[config.mk]
export PLATFORM = sky130hd
export DESIGN_NAME = pipe_stage_skid_flat
export DESIGN_NICKNAME = d
export VERILOG_FILES = /design/src/rtl/pipe_stage_skid_if.sv /design/src/rtl/pipe_stage_skid.sv /design/src/flat_wrapper.sv
export SDC_FILE = /design/constraint.sdc
export NUM_CORES = 1
export LEC_CHECK = 0
export ABC_AREA = 1
export CAP_MARGIN = 40
export CELL_PAD_IN_SITES_DETAIL_PLACEMENT = 0
export CELL_PAD_IN_SITES_GLOBAL_PLACEMENT = 1
export CORE_MARGIN = 2
export CORE_UTILIZATION = 38
export CTS_CLUSTER_SIZE = 14
export DETAILED_ROUTE_END_ITERATION = 16
export GPL_TIMING_DRIVEN = 0
export PLACE_DENSITY_LB_ADDON = 0.1
export SYNTH_ARGS = -nofsm -noshare
export SYNTH_HDL_FRONTEND = slang
export SYNTH_SLANG_ARGS = --single-unit
[constraint.sdc]
create_clock -name clk -period 1.77 [get_ports clk]
set_input_delay 0.354 -clock clk [delete_from_list [all_inputs] [get_ports clk]]
set_output_delay 0.354 -clock clk [all_outputs]
set_load 0.01 [all_outputs]
[src/rtl/pipe_stage_skid_if.sv]
// pipe_stage_skid_if: valid/ready bus carrying an opaque payload and a control field
interface pipe_stage_skid_if #(
   parameter int DATA_W = 101,
   parameter int CTRL_W = 8
);
   logic              valid;
   logic              ready;
   logic [DATA_W-1:0] data;
   logic [CTRL_W-1:0] ctrl;
   modport master (output valid, data, ctrl, input ready);
   modport slave (input valid, data, ctrl, output ready);
endinterface

[src/rtl/pipe_stage_skid.sv]
// pipe_stage_skid: pipeline stage register with a two-entry skid buffer, flush-to-bubble and a saturating stall counter
module pipe_stage_skid #(
   parameter int DATA_W = 101,
   parameter int CTRL_W = 8,
   parameter int CNT_W  = 16
) (
   input  logic              clk,
   input  logic              reset,
   input  logic              flush,
   pipe_stage_skid_if.slave  up,
   pipe_stage_skid_if.master dn,
   output logic [1:0]        occupancy,
   output logic [CNT_W-1:0]  stall_cnt
);
   typedef enum logic [1:0] {EMPTY = 2'd0, ONE = 2'd1, TWO = 2'd2} state_t;
   state_t            state;
   logic              in_ready;
   logic              out_valid;
   logic [DATA_W-1:0] main_data;
   logic [DATA_W-1:0] skid_data;
   logic [CTRL_W-1:0] main_ctrl;
   logic [CTRL_W-1:0] skid_ctrl;
   logic              accept;
   logic              pop;
   assign accept    = up.valid & in_ready;
   assign pop       = out_valid & dn.ready;
   assign up.ready  = in_ready;
   assign dn.valid  = out_valid;
   assign dn.data   = main_data;
   assign dn.ctrl   = main_ctrl;
   assign occupancy = state;
   // occupancy FSM: main register feeds the outputs, skid catches the one entry accepted after back-pressure
   always_ff @(posedge clk or negedge reset)
      if (!reset) begin
         state     <= EMPTY;
         in_ready  <= 1'b1;
         out_valid <= 1'b0;
         main_data <= '0;
         main_ctrl <= '0;
         skid_data <= '0;
         skid_ctrl <= '0;
      end else if (flush) begin
         state     <= EMPTY;
         in_ready  <= 1'b1;
         out_valid <= 1'b0;
         main_ctrl <= '0;
      end else begin
         case (state)
            EMPTY:
               if (accept) begin
                  state     <= ONE;
                  out_valid <= 1'b1;
                  main_data <= up.data;
                  main_ctrl <= up.ctrl;
               end
            ONE:
               if (accept && pop) begin
                  main_data <= up.data;
                  main_ctrl <= up.ctrl;
               end else if (accept) begin
                  state     <= TWO;
                  in_ready  <= 1'b0;
                  skid_data <= up.data;
                  skid_ctrl <= up.ctrl;
               end else if (pop) begin
                  state     <= EMPTY;
                  out_valid <= 1'b0;
                  main_ctrl <= '0;
               end
            TWO:
               if (pop) begin
                  state     <= ONE;
                  in_ready  <= 1'b1;
                  main_data <= skid_data;
                  main_ctrl <= skid_ctrl;
               end
            default: begin
               state     <= EMPTY;
               in_ready  <= 1'b1;
               out_valid <= 1'b0;
               main_ctrl <= '0;
            end
         endcase
      end
   // count cycles where a live head entry is refused downstream, holding at the maximum
   always_ff @(posedge clk or negedge reset)
      if (!reset)
         stall_cnt <= '0;
      else if (out_valid && !dn.ready && !(&stall_cnt))
         stall_cnt <= stall_cnt + 1'b1;
endmodule

[src/flat_wrapper.sv]
// flat-port wrapper written by rule: the top's interface ports become plain ports
module pipe_stage_skid_flat 
#(
   parameter int DATA_W = 101,
   parameter int CTRL_W = 8,
   parameter int CNT_W  = 16
)
  (clk, reset, flush, occupancy, stall_cnt, up_valid, up_data, up_ctrl, up_ready, dn_valid, dn_data, dn_ctrl, dn_ready);
  pipe_stage_skid_if #(.DATA_W(DATA_W), .CTRL_W(CTRL_W)) up_i ();
  pipe_stage_skid_if #(.DATA_W(DATA_W), .CTRL_W(CTRL_W)) dn_i ();
  input  logic clk;
  input  logic reset;
  input  logic flush;
  output logic [1:0] occupancy;
  output logic [CNT_W-1:0] stall_cnt;
  input wire logic [$bits(up_i.valid)-1:0] up_valid;
  input wire logic [$bits(up_i.data)-1:0] up_data;
  input wire logic [$bits(up_i.ctrl)-1:0] up_ctrl;
  output wire logic [$bits(up_i.ready)-1:0] up_ready;
  output wire logic [$bits(dn_i.valid)-1:0] dn_valid;
  output wire logic [$bits(dn_i.data)-1:0] dn_data;
  output wire logic [$bits(dn_i.ctrl)-1:0] dn_ctrl;
  input wire logic [$bits(dn_i.ready)-1:0] dn_ready;
  assign up_i.valid = up_valid;
  assign up_i.data = up_data;
  assign up_i.ctrl = up_ctrl;
  assign up_ready = up_i.ready;
  assign dn_valid = dn_i.valid;
  assign dn_data = dn_i.data;
  assign dn_ctrl = dn_i.ctrl;
  assign dn_i.ready = dn_ready;
  pipe_stage_skid #(.DATA_W(DATA_W), .CTRL_W(CTRL_W), .CNT_W(CNT_W)) u_core (.clk(clk), .reset(reset), .flush(flush), .up(up_i), .dn(dn_i), .occupancy(occupancy), .stall_cnt(stall_cnt));
endmodule
# ---- Yosys cells after proc, flatten, opt, wreduce, memory -nomap -nowiden
# Cells that the tools add are included.
# W data, S select, Z words.
dict set report totals {
  in_bits 114
  ff_bits 238
}
dict set report op_classes {
  n_reduce_logical 14
  eq_ne 16
  add_sub_neg 1
  bitwise_logic 4
  mux 29
}
# cell n
set op_table {}
lappend op_table {{$mux W101} 3}
lappend op_table {{$pmux W101 S3} 1}
lappend op_table {{$mux W8} 6}
lappend op_table {{$pmux W8 S3} 1}
lappend op_table {{$add A16 B1 Y16 const B} 1}
lappend op_table {{$reduce_and A16 Y1} 1}
lappend op_table {{$reduce_and A4 Y1} 4}
lappend op_table {{$mux W2} 6}
lappend op_table {{$ne A3 B2 Y1 const B} 4}
lappend op_table {{$reduce_and A5 Y1} 2}
lappend op_table {{$mux W1} 9}
lappend op_table {{$ne A4 B2 Y1 const B} 2}
lappend op_table {{$ne A2 B1 Y1 const B} 3}
lappend op_table {{$ne A3 B3 Y1 const B} 2}
lappend op_table {{$pmux W1 S3} 2}
lappend op_table {{$pmux W2 S3} 1}
lappend op_table {{$ne A2 B2 Y1 const B} 2}
lappend op_table {{$ne A4 B4 Y1 const B} 1}
lappend op_table {{$logic_and A1 B1 Y1} 3}
lappend op_table {{$reduce_bool A3 Y1} 1}
lappend op_table {{$and A1 B1 Y1} 2}
lappend op_table {{$eq A2 B1 Y1 const B} 1}
lappend op_table {{$eq A2 B2 Y1 const B} 1}
lappend op_table {{$logic_not A1 Y1} 2}
lappend op_table {{2 further kinds} 3}

# ---- Logic depth before layout (Yosys ltp)
dict set report depth {
  depth_word 6
  depth_mapped 9
  depth_no_buf 9
}

# ---- Worst setup path after synthesis
# Ideal clock, no wire load.
dict set report synth_path {
  kind {flip-flop to flip-flop}
  startpoint {register u_core.in_ready (netlist: u_core.up.ready)}
  endpoint {register u_core.main_data[0] (netlist: u_core.dn.data[0])}
  setup_time_ns 0.130
  slack_ns 0.242
  n_path_buf 2
  t_required_ns 1.640
  synth_period_minus_slack_ns 1.528
  arrival_ns 1.398
  stages_incl_launch_ff 10
  cell_sequence {dfstp_2 > nand2_1 > nand2_1 > o21ai_1 > nor2_2 > nand2_4 > buf_6 > buf_6 > nand2_1 > o21ai_0}
}
dict set report synth_via {
  elab_chain_len 4
}
# element line
set synth_rtl {}
lappend synth_rtl {{from (decl)} pipe_stage_skid.sv:17} ;# logic in_ready;
lappend synth_rtl {{from (signal assigned)} pipe_stage_skid.sv:36} ;# in_ready <= 1'b1;
lappend synth_rtl {{from (signal assigned)} pipe_stage_skid.sv:44} ;# in_ready <= 1'b1;
lappend synth_rtl {{from (signal assigned)} pipe_stage_skid.sv:62} ;# in_ready <= 1'b0;
lappend synth_rtl {{$and A1 B1 Y1 (*)} pipe_stage_skid.sv:25} ;# assign accept = up.valid & in_ready;
lappend synth_rtl {{$logic_and A1 B1 Y1} pipe_stage_skid.sv:57} ;# if (accept && pop) begin
lappend synth_rtl {{$ne A2 B1 Y1 (no source line)} -}
lappend synth_rtl {{$reduce_and A5 Y1 (no source line) (*)} -}
lappend synth_rtl {{to (signal assigned)} pipe_stage_skid.sv:53} ;# main_data <= up.data;
lappend synth_rtl {{to (signal assigned)} pipe_stage_skid.sv:58} ;# main_data <= up.data;
lappend synth_rtl {{to (signal assigned)} pipe_stage_skid.sv:74} ;# main_data <= skid_data;
lappend synth_rtl {{to (decl)} pipe_stage_skid.sv:19} ;# logic [DATA_W-1:0] main_data;
# Every way passes the cells marked *; elsewhere a longest branch is shown, timed or not.
# A chain may end at the register's enable or synchronous reset.

# ---- Final worst setup path
dict set report layout_path {
  startpoint {register u_core.in_ready (netlist: u_core.up.ready)}
  endpoint {output port up_ready}
}
# element line
set layout_rtl {}
lappend layout_rtl {{to (decl)} flat_wrapper.sv:19} ;# output wire logic [$bits(up_i.ready)-1:0] up_ready;
# No word-level cell between the ends.

==> results.toml <==
[final_layout]
layout.cells.most_common_list = "358 x sky130_fd_sc_hd__nand2_1, 233 x sky130_fd_sc_hd__dfrtp_1, 129 x sky130_fd_sc_hd__dlygate4sd2_1"
leading_cell_type_in_the_layout_fill_and_taps_excluded = "sky130_fd_sc_hd__nand2_1"
final_layout_size_suffix_gt1_share_pct = 14.6
final_cell_area_um2 = 14900
final.fill_count = 2788
finalNonFillerCells = 1947
syn2layout_area_growth_pct = 34.0
finalNetCount = 1658

[clocking]
htree_num_levels = 1
numCtsBuffers = 27
insertion_delay_ps = 530
worst_setup_hold_path_clk_slew_ps = 60
tritoncts = "built"
clock_sinks = 238
root_buffer = "sky130_fd_sc_hd__clkbuf_16"
cts-root-to-sink-buffers = 3

[synthesis]
post_synthesis_register_bit_count = 238
netlist-cell-type-count = 31
netlist_area_um2 = 11100
mappedNetlistNets = 1373
synth.yosys.seq_area_share_pct = 53.7
syn-mean-instance-area_um2 = 8.82
number_of_synthesis_warnings = 0
netlist_instances = 1258

[die]
coreArea_um2 = 28700
design.portCount = 243
initial_utilization_pct = 38.7
die_area_um2 = 30600
rows = 62
chipWidth_um = 175
die_h_um = 175

[global_route]
grt_first_pass_wirelength_um = 51400
antenna_found_initial = 2
grt_max_degree = 113
grt_usage_pct = 21.0
vias_in_the_first_global_route = 9332
global_route.overflow_total = 0

[route]
drtIter0Drc = 507
post-route-drc-count = 0
final_antenna_net_count = 0
viasPerCell = 4.72
average_wire_per_cell_in_the_routed_design_um = 16.0
drt_wl_total_um = 31200
dr.pass1.iters = 5
vias = 9191

[timing]
fin_worst_skew_ps = 11.0
drv_slew = 0
setup-violations-final = 0
fin_crit_share_pct = 95.7
tightest_slew_ps = 604
layout_min_cycle_time_ps = 1690
timing.slew.headroom_pct = 59.7
timing.fmax_mhz = 590
timing_hold_violations_final = 0
timing.hold.ws_ps = 311

[run_status]
status = "finished, final reports clean"

[setup_path]
cp_data_required_time_ps = 1420
worstSetupStartpointType = "flip-flop"
crit_fanout = 3
critical_path.reg2reg.endpoint = "u_core.dn.data[97]"
critical_path.startpoint = "u_core.up.ready"
worst_setup_path_endpoint = "up_ready"
critical-path-top-delay-family = "flip-flops"
reg2regPathDepth = 9
endpoint_kind = "output pin"
timing.critical_path.cells = "dlygate4sd2_1"
worstPathArrival_ps = 1340
critPathKind = "reg2out"
max_stage_delay_ps = 550
crit_slowest_cell = "sky130_fd_sc_hd__dfstp_2"
timing.reg2reg.setup_slack_ps = 150
cp_num_cells = 1
timing.rr.start = "u_core.up.ready"
worstPathBufferInverterCount = 1

[min_path]
timing.hold.worst.class = "in2async"

[flow_run]
number_of_maximum_capacitance_violations = 0

[placed_design]
dp.cells = 1886
dpl.hpwl_um = 21400
placed_cell_area_um2 = 14100
globalplace.congestion = 0.769
port-buffer-count = 242

[power_and_ir_drop]
vdd_ir_drop_max_mv = 0.681
pwr_dens_nw_per_um2 = 1480
p_leak_nw = 7.33
-- synth_stat cells --
library cell	instances	area (um2)
sky130_fd_sc_hd__clkbuf_2	1	5.00
sky130_fd_sc_hd__nand2_1	359	1350
sky130_fd_sc_hd__o21a_1	50	375
sky130_fd_sc_hd__nand2_2	5	31.3
sky130_fd_sc_hd__inv_1	126	473
sky130_fd_sc_hd__dfrtp_1	237	5930
sky130_fd_sc_hd__nor3_1	1	5.00
sky130_fd_sc_hd__nand4_1	3	18.8
sky130_fd_sc_hd__o21ai_0	106	531
sky130_fd_sc_hd__clkbuf_1	8	30.0
sky130_fd_sc_hd__buf_2	28	140
sky130_fd_sc_hd__o21ai_2	81	709
sky130_fd_sc_hd__nand2_4	1	11.3
sky130_fd_sc_hd__inv_2	4	15.0
sky130_fd_sc_hd__nand3_2	2	20.0
sky130_fd_sc_hd__a21oi_1	51	255
sky130_fd_sc_hd__nand3_1	26	130
sky130_fd_sc_hd__dfstp_2	1	26.3
sky130_fd_sc_hd__buf_6	28	315
sky130_fd_sc_hd__ha_1	1	12.5
sky130_fd_sc_hd__xnor2_1	1	8.76
sky130_fd_sc_hd__nor2_1	72	270
sky130_fd_sc_hd__a31oi_1	1	6.26
sky130_fd_sc_hd__o21ai_1	37	185
sky130_fd_sc_hd__nor2_4	2	22.5
sky130_fd_sc_hd__o211ai_1	8	60.1
sky130_fd_sc_hd__nor2_2	3	18.8
sky130_fd_sc_hd__buf_4	6	45.0
sky130_fd_sc_hd__xor2_1	7	61.3
sky130_fd_sc_hd__nand3_4	1	17.5
sky130_fd_sc_hd__o21ai_4	1	16.3
-- flip-flops by register name, summed over array words and instances (netlist names) --
register          cells
u_core.dn.ctrl        8
u_core.dn.data      101
u_core.dn.valid       1
u_core.occupancy      2
u_core.skid_ctrl      8
u_core.skid_data    101
u_core.stall_cnt     16
u_core.up.ready       1
-- layer usage --
metal	GRT usage, %	up-vias	wire length (um)
met4	4.51	0	549
met5	0	-	0
met1	29.3	4353	14500
met2	33.5	212	14400
li1	-	4596	-
met3	4.81	30	1810
-- logic make-up after synthesis --
logic type	Yosys count	synth area share [%]
simple gates	475	17.1
compound gates	335	19.3
flops	238	53.7
buf+inv	201	9.23
xor+xnor	8	0.632
fa+ha+maj	1	0.113
-- power by group --
part | total [mW] | switching [mW] | internal [mW] | leakage, nW
registers | 9.01 | 1.16 | 7.85 | 2.90
logic | 7.74 | 4.29 | 3.45 | 4.03
clock network | 5.29 | 2.22 | 3.07 | 0.404
total | 22.0 | 7.68 | 14.4 | 7.33
-- metrics by stage --
stage	setup TNS [ps]	setup WS (ps)	util, %	power [mW]
6_report	0	76.1	51.8	22.0
5_1_grt	-2.05	-2.05	51.8	23.7
4_1_cts	0	3.33	51.6	22.3
3_5_place_dp	-44400	-466	49.0	17.8
3_3_place_gp	-2557920	-10620	48.8	17.6
2_1_floorplan	0	242	-	13.4
-- how the worst min path moves through the flow --
stage / start / to / slack, ps / cells after the start
after floorplan: reset / u_core.dn.ctrl[0] / 60 / 0
after global placement: u_core.skid_ctrl[0] / u_core.skid_ctrl[0] / 470 / 2
after detailed placement: reset / u_core.dn.data[56] / 280 / 1
after CTS: reset / u_core.dn.data[56] / 310 / 2
after global routing: reset / u_core.dn.data[56] / 330 / 2
final: reset / u_core.dn.data[56] / 310 / 2
-- final cells by class --
| type | count | area, um2 | share of cell area [%] |
|---|---|---|---|
| plain buffers | 71 | 567 | 3.81 |
| multi-input cells | 819 | 4140 | 27.8 |
| clock buffers | 40 | 754 | 5.07 |
| well taps | 384 | 480 | 3.23 |
| diodes | 2 | 5.00 | 0.0337 |
| clock inverters | 7 | 60.1 | 0.404 |
| flip-flops and latches | 238 | 5960 | 40.1 |
| repair buffers | 256 | 2410 | 16.2 |
| inverters | 130 | 488 | 3.28 |
-- timing repair --
| action | in CTS | in global routing |
|---|---|---|
| buffers inserted | 11 | 0 |
| endpoints found under the setup margin | 152 | 124 |
| resized for setup | 135 | 29 |
| hold buffers | 1 | 0 |
| endpoints found under the hold margin | 42 | 0 |
| gates cloned | 0 | 0 |
Note: power is estimated with default switching activity, not from simulation.
